--- src/rtl/pipeline_hazard_unit.sv ---
// pipeline_hazard_unit
// Hazard controller for the 5-stage pipeline. It sits beside ID and drives
// the PC / IF/ID / ID/EX buffer controls directly. It handles three cases:
//   - load-use hazards against the load currently in EX,
//   - taken-branch redirects (the wrong-path fetch in IF/ID is squashed),
//   - structural hazards on the multi-cycle mult/div (HI/LO) unit.
// A stall freezes PC and IF/ID and injects a bubble into ID/EX.
// A stall always wins over a branch redirect. The stalled branch stays in ID
// and resolves again on the next cycle.
module pipeline_hazard_unit #(
    parameter int MULDIV_LAT  = 4,   // busy cycles after a mult/div issues (1..15)
    parameter int STALL_CNT_W = 32   // width of the saturating stall counter
) (
    input  logic                   Clk,
    input  logic                   Reset,
    input  logic [4:0]             ID_rs,
    input  logic [4:0]             ID_rt,
    input  logic                   ID_usesRs,
    input  logic                   ID_usesRt,
    input  logic                   ID_isMulDiv,
    input  logic                   ID_readsHiLo,
    input  logic                   ID_BranchTaken,
    input  logic                   EX_MemRead,
    input  logic                   EX_RegWrite,
    input  logic [4:0]             EX_WriteReg,
    output logic                   PC_Write,
    output logic                   IF_ID_Write,
    output logic                   IF_ID_Flush,
    output logic                   ID_EX_Flush,
    output logic                   MulDiv_Busy,
    output logic                   Stall,
    output logic [STALL_CNT_W-1:0] Stall_Count
);

    typedef enum logic {
        RUN         = 1'b0,
        MULDIV_WAIT = 1'b1
    } state_t;

    localparam logic [3:0]             LAT_LOAD = 4'(MULDIV_LAT);
    localparam logic [STALL_CNT_W-1:0] CNT_MAX  = '1;
    localparam logic [STALL_CNT_W-1:0] CNT_ONE  = STALL_CNT_W'(1);

    state_t     state;
    state_t     state_next;
    logic [3:0] busy_cnt;
    logic [3:0] busy_cnt_next;

    logic rs_match;
    logic rt_match;
    logic load_use;
    logic hilo_hazard;
    logic hazard;
    logic issue;

    // Hazard detection: combinational on the current ID/EX fields and the busy flag.
    always_comb begin
        rs_match    = ID_usesRs && (ID_rs == EX_WriteReg);
        rt_match    = ID_usesRt && (ID_rt == EX_WriteReg);
        // $zero is never written, so a load targeting r0 cannot create a dependency.
        load_use    = EX_MemRead && EX_RegWrite && (EX_WriteReg != 5'd0)
                      && (rs_match || rt_match);
        hilo_hazard = MulDiv_Busy && (ID_isMulDiv || ID_readsHiLo);
        hazard      = load_use || hilo_hazard;
        // A mult/div only leaves ID when nothing holds it there. The unit is
        // idle whenever this is true, because a busy unit forces hilo_hazard.
        issue       = ID_isMulDiv && !hazard;
    end

    // Mult/div sequencer: next-state and next-count logic.
    always_comb begin
        // NOTE: assigning every output a default first means no path leaves a
        // variable unassigned, so no latch is inferred.
        state_next    = state;
        busy_cnt_next = busy_cnt;
        case (state)
            RUN: begin
                if (issue) begin
                    busy_cnt_next = LAT_LOAD;
                    state_next    = MULDIV_WAIT;
                end
            end
            MULDIV_WAIT: begin
                // When the count reaches zero the unit falls idle. A waiting
                // mult/div issues on the next edge, not this one.
                if (busy_cnt <= 4'd1) begin
                    busy_cnt_next = 4'd0;
                    state_next    = RUN;
                end else begin
                    busy_cnt_next = busy_cnt - 4'd1;
                end
            end
            default: begin
                busy_cnt_next = 4'd0;
                state_next    = RUN;
            end
        endcase
    end

    // Mult/div state register with a registered busy flag.
    // A reset abandons any operation that is in flight.
    always_ff @(posedge Clk or posedge Reset) begin
        // NOTE: sequential state uses non-blocking assignments. All flops then
        // sample pre-edge values, and the result does not depend on the order
        // in which the processes are evaluated.
        if (Reset) begin
            state       <= RUN;
            busy_cnt    <= 4'd0;
            MulDiv_Busy <= 1'b0;
        end else begin
            state       <= state_next;
            busy_cnt    <= busy_cnt_next;
            MulDiv_Busy <= (busy_cnt_next != 4'd0);
        end
    end

    // Buffer and PC controls.
    // While Reset is high, the buffers are held flushed and the PC is held.
    always_comb begin
        PC_Write    = 1'b0;
        IF_ID_Write = 1'b0;
        IF_ID_Flush = 1'b1;
        ID_EX_Flush = 1'b1;
        Stall       = 1'b0;
        if (!Reset) begin
            if (hazard) begin
                // Freeze IF and ID. Send a bubble down into EX.
                Stall       = 1'b1;
                IF_ID_Flush = 1'b0;
            end else begin
                PC_Write    = 1'b1;
                IF_ID_Write = 1'b1;
                ID_EX_Flush = 1'b0;
                IF_ID_Flush = ID_BranchTaken;
            end
        end
    end

    // Stall-cycle performance counter. It saturates at all-ones.
    always_ff @(posedge Clk or posedge Reset) begin
        if (Reset) begin
            Stall_Count <= '0;
        end else if (Stall && (Stall_Count != CNT_MAX)) begin
            Stall_Count <= Stall_Count + CNT_ONE;
        end
    end

endmodule

--- config.mk ---
export PLATFORM = sky130hd
export DESIGN_NAME = pipeline_hazard_unit
export DESIGN_NICKNAME = d
export VERILOG_FILES = /design/src/rtl/pipeline_hazard_unit.sv
export SDC_FILE = /design/constraint.sdc
export NUM_CORES = 1
export LEC_CHECK = 0
export ABC_AREA = 0
export BUFFER_PORTS_ARGS = -buffer_cell sky130_fd_sc_hd__clkbuf_2
export CORE_AREA = 3 3 55 82
export DETAILED_ROUTE_END_ITERATION = 12
export DIE_AREA = 0 0 58 85
export GPL_ROUTABILITY_DRIVEN = 0
export HOLD_SLACK_MARGIN = 0.15
export PLACE_DENSITY_LB_ADDON = 0.3
export RECOVER_POWER = 100
export SLEW_MARGIN = 20
export SYNTH_ARGS = -nofsm -noshare
export SYNTH_HDL_FRONTEND = slang
export SYNTH_SLANG_ARGS = --single-unit
--- constraint.sdc ---
create_clock -name Clk -period 3 [get_ports Clk]
set_input_delay 0.3 -clock Clk [delete_from_list [all_inputs] [get_ports Clk]]
set_output_delay 0.3 -clock Clk [all_outputs]
set_load 0.005 [all_outputs]
==> flow_summary_export.csv <==
group,metric,value,unit
cells_and_area,areaGrowthSynthToFinish,17.7,%
clocking,clock-root-buffer,"clkbuf_8",
worst_setup_path,criticalPathCategory,"reg -> reg",
floorplanning,dieArea,4930,µm²
floorplanning,ios,62,
global_route,grt_pass1_vias,1722,
global_route,overflow,0,
global_route,antenna_found_initial,0,
worst_setup_path,reg2reg_depth,7,
power_and_ir_drop,p_seq_share,46.9,%
placed_design,dp_hpwl,3410,µm
worst_setup_path,startpoint_type,"flop",
power_and_ir_drop,peakVddDrop,677,µV
logic_synthesis,netlist.area_leader.share,45.8,%
worst_setup_path,cp_num_buf_inv,1,
routing,routed_wl,4390,µm
routing,via_count,1708,
clocking,clk_pin_slew,0.08,ns
floorplanning,start_util,52.9,%
logic_synthesis,yosysTopAreaCell,"dfrtp_1",
logic_synthesis,synth_edf_count,0,
floorplanning,die_y,85,µm
floorplanning,core,3920,µm²
floorplanning,dieWidth,58,µm
clocking,cts_hold_buf,0,
timing,rsz0062_at_grt,"false",
worst_setup_path,worstPathMaxFanout,15,
timing,hold_violations,0,
logic_synthesis,yosysSeqAreaShare,45.8,%
timing,tightest_slew,0.739,ns
clocking,cts_buffer_depth,2,
clocking,tritoncts,"built",
worst_setup_path,timing.rr.start,"Stall_Count[0]",
worst_setup_path,worstPathCellList,"ha_1 -> and4_1 -> nand4_1 -> nand4b_1 -> nand3_1 -> clkbuf_2 -> mux2_4",
routing,vias_per_cell,5.41,
logic_synthesis,async_flop_share,100,%
power_and_ir_drop,p_per_area,574,nW/µm²
cells_and_area,diodes,0,
logic_synthesis,syn_nets,230,
hold_path,hold_path.class,"in -> async",
timing,setup_viol,0,
worst_setup_path,cp_data_required_time,3.19,ns
logic_synthesis,syn_area,2080,µm²
run_status,status,"finished, final reports clean",
logic_synthesis,synth_area_leaders,"dfrtp_1 (46%), xor2_1 (12%), xnor2_1 (5.5%), nand2_1 (4.0%), nand3_1 (2.7%)",
power_and_ir_drop,p_clk_share,26.1,%
timing,finalWorstSetupSlack,0.499,ns
logic_synthesis,yosys_register_bits,38,
routing,drtIter0Drc,79,
routing,drc,0,
cells_and_area,layout_commonest_cell,"clkbuf_2",
timing,timing.final.crit_share,83.4,%
global_route,grt_start_max_net_pins,43,
global_route,grt_usage,20.0,%
clocking,cts_made_buffers,5,
logic_synthesis,synthCells,203,
floorplanning,rows,28,
timing,tns,0,ns
worst_setup_path,crit_path_end_kind,"flop",
worst_setup_path,ff2ff_setup_slack,0.50,ns
power_and_ir_drop,power.switching,0.459,mW
logic_synthesis,synth_flop_cell,"dfrtp_1",
worst_setup_path,slowest_stage,"dfrtp_1",
power_and_ir_drop,switching_share,32.7,%
timing,fmax,400,MHz
timing,slew_headroom,50.7,%
timing,fin_crit,2.50,ns
routing,wl_per_cell,13.9,µm
flow_run,cap_violations,0,
timing,slew_viol_final,0,
power_and_ir_drop,comb_power_share,27.0,%
timing,skew,0.00877,ns
power_and_ir_drop,power.leakage,1.28,nW
worst_setup_path,arrival,2.69,ns
routing,ant_nets,0,
clocking,cts_max_level,2,
power_and_ir_drop,p_int,0.945,mW
cells_and_area,nNetsFinal,297,
clocking,cts-resized-gates,0,
worst_setup_path,slowest_delay,0.40,ns
placed_design,portBuffers,61,
global_route,grt_pass1_wl,7770,µm
clocking,clock_sinks,38,
logic_synthesis,synth.avg_cell_area,10.2,µm²
logic_synthesis,yosysUniqueCellTypes,38,
routing,first_pass_iters,4,
placed_design,place_ws,0.653,ns
clocking,post_cts_buffers,0,
cells_and_area,drive_gt1_share,21.4,%
worst_setup_path,r2r_end,"Stall_Count[1]",
clocking,clock_latency,0.29,ns
cells_and_area,final_cell_mix,"clkbuf_2 (45), dfrtp_1 (38), xor2_1 (29)",
logic_synthesis,ys_warn_count,0,
worst_setup_path,crit_family,"simple AND/OR/NAND/NOR gates",
==> cells by family (layout without fill, tap and decap cells) <==
logic type | after synthesis | count (layout) | share of synthesized area, %
AO/OA/AOI/OAI | 14 | 14 | 4.88
AND/OR/NAND/NOR | 96 | 96 | 26.1
multiplexers | 2 | 2 | 1.20
XOR/XNOR | 42 | 42 | 17.7
buffers and inverters | 8 | 76 | 2.53
adder cells (fa/ha/maj) | 3 | 3 | 1.81
flip-flops | 38 | 38 | 45.8
==> metrics by stage <==
stage	power [mW]	hold slack (ns)	cell area [µm²]	cells	util, %
2_1_floorplan	0.944	0.477	2080	203	-
3_5_place_dp	1.07	0.481	2420	308	61.7
3_3_place_gp	1.06	0.470	2420	308	61.7
4_1_cts	1.44	0.257	2510	316	64.1
5_1_grt	1.51	0.335	2440	316	62.3
6_report	1.40	0.289	2440	316	62.3
==> synthesized netlist by cell type, types with 3 or more instances <==
library cell / number
nor2_1: 14
o22ai_1: 3
nand2_1: 22
ha_1: 3
nor3_2: 5
nand3_1: 11
nor4_1: 5
and4_1: 5
xnor2_1: 13
dfrtp_1: 38
and3_1: 6
nand4_1: 7
inv_1: 5
xor2_1: 29
nor3_1: 9
==> worst max path at each step <==
stage	from	to	slack [ns]	depth (start not counted)
2_1_floorplan	Reset	Stall_Count[1]	0.85	5
3_3_place_gp	Stall_Count[0]	Stall_Count[1]	0.75	7
3_5_place_dp	Stall_Count[0]	Stall_Count[1]	0.65	7
4_1_cts	Stall_Count[0]	Stall_Count[1]	0.65	7
5_1_grt	Stall_Count[1]	Stall_Count[1]	0.23	7
6_report	Stall_Count[0]	Stall_Count[1]	0.50	7
==> per-layer routing <==
layer	vias to the layer above	share of wire (%)	global-route usage (%)
met5	-	0	0
met4	0	1.3	6.33
met3	5	5.0	4.41
met2	39	54	34.6
met1	814	40	24.4
li1	850	-	-
==> power groups by stage <==
stage | logic [mW] | registers, mW | clock network [mW]
5_1_grt | 0.439 | 0.673 | 0.400
4_1_cts | 0.403 | 0.659 | 0.378
2_1_floorplan | 0.288 | 0.656 | 0
6_report | 0.379 | 0.658 | 0.366
3_5_place_dp | 0.402 | 0.667 | 0
3_3_place_gp | 0.398 | 0.665 | 0
==> cell type report <==
class                           instances  area (µm²)
Sequential cell                        38         951
Clock buffer                            6        82.6
Inverter                                5        18.8
Clock inverter                          2        12.5
Fill cell                             373        1480
Tap cell                               45        56.3
Timing Repair Buffer                   63         297
Multi-Input combinational cell        157        1030
==> state kept, by name, summed over array words and instances (netlist names) <==
signal / count
Stall_Count: 32
busy_cnt: 4
MulDiv_Busy: 1
state: 1
==> worst min-delay path, cell delays in order <==
cell,delay (ns)
clkbuf_1,0.17
inv_1,0.11
buf_4,0.45
Note: power is estimated with default switching activity, not from simulation.
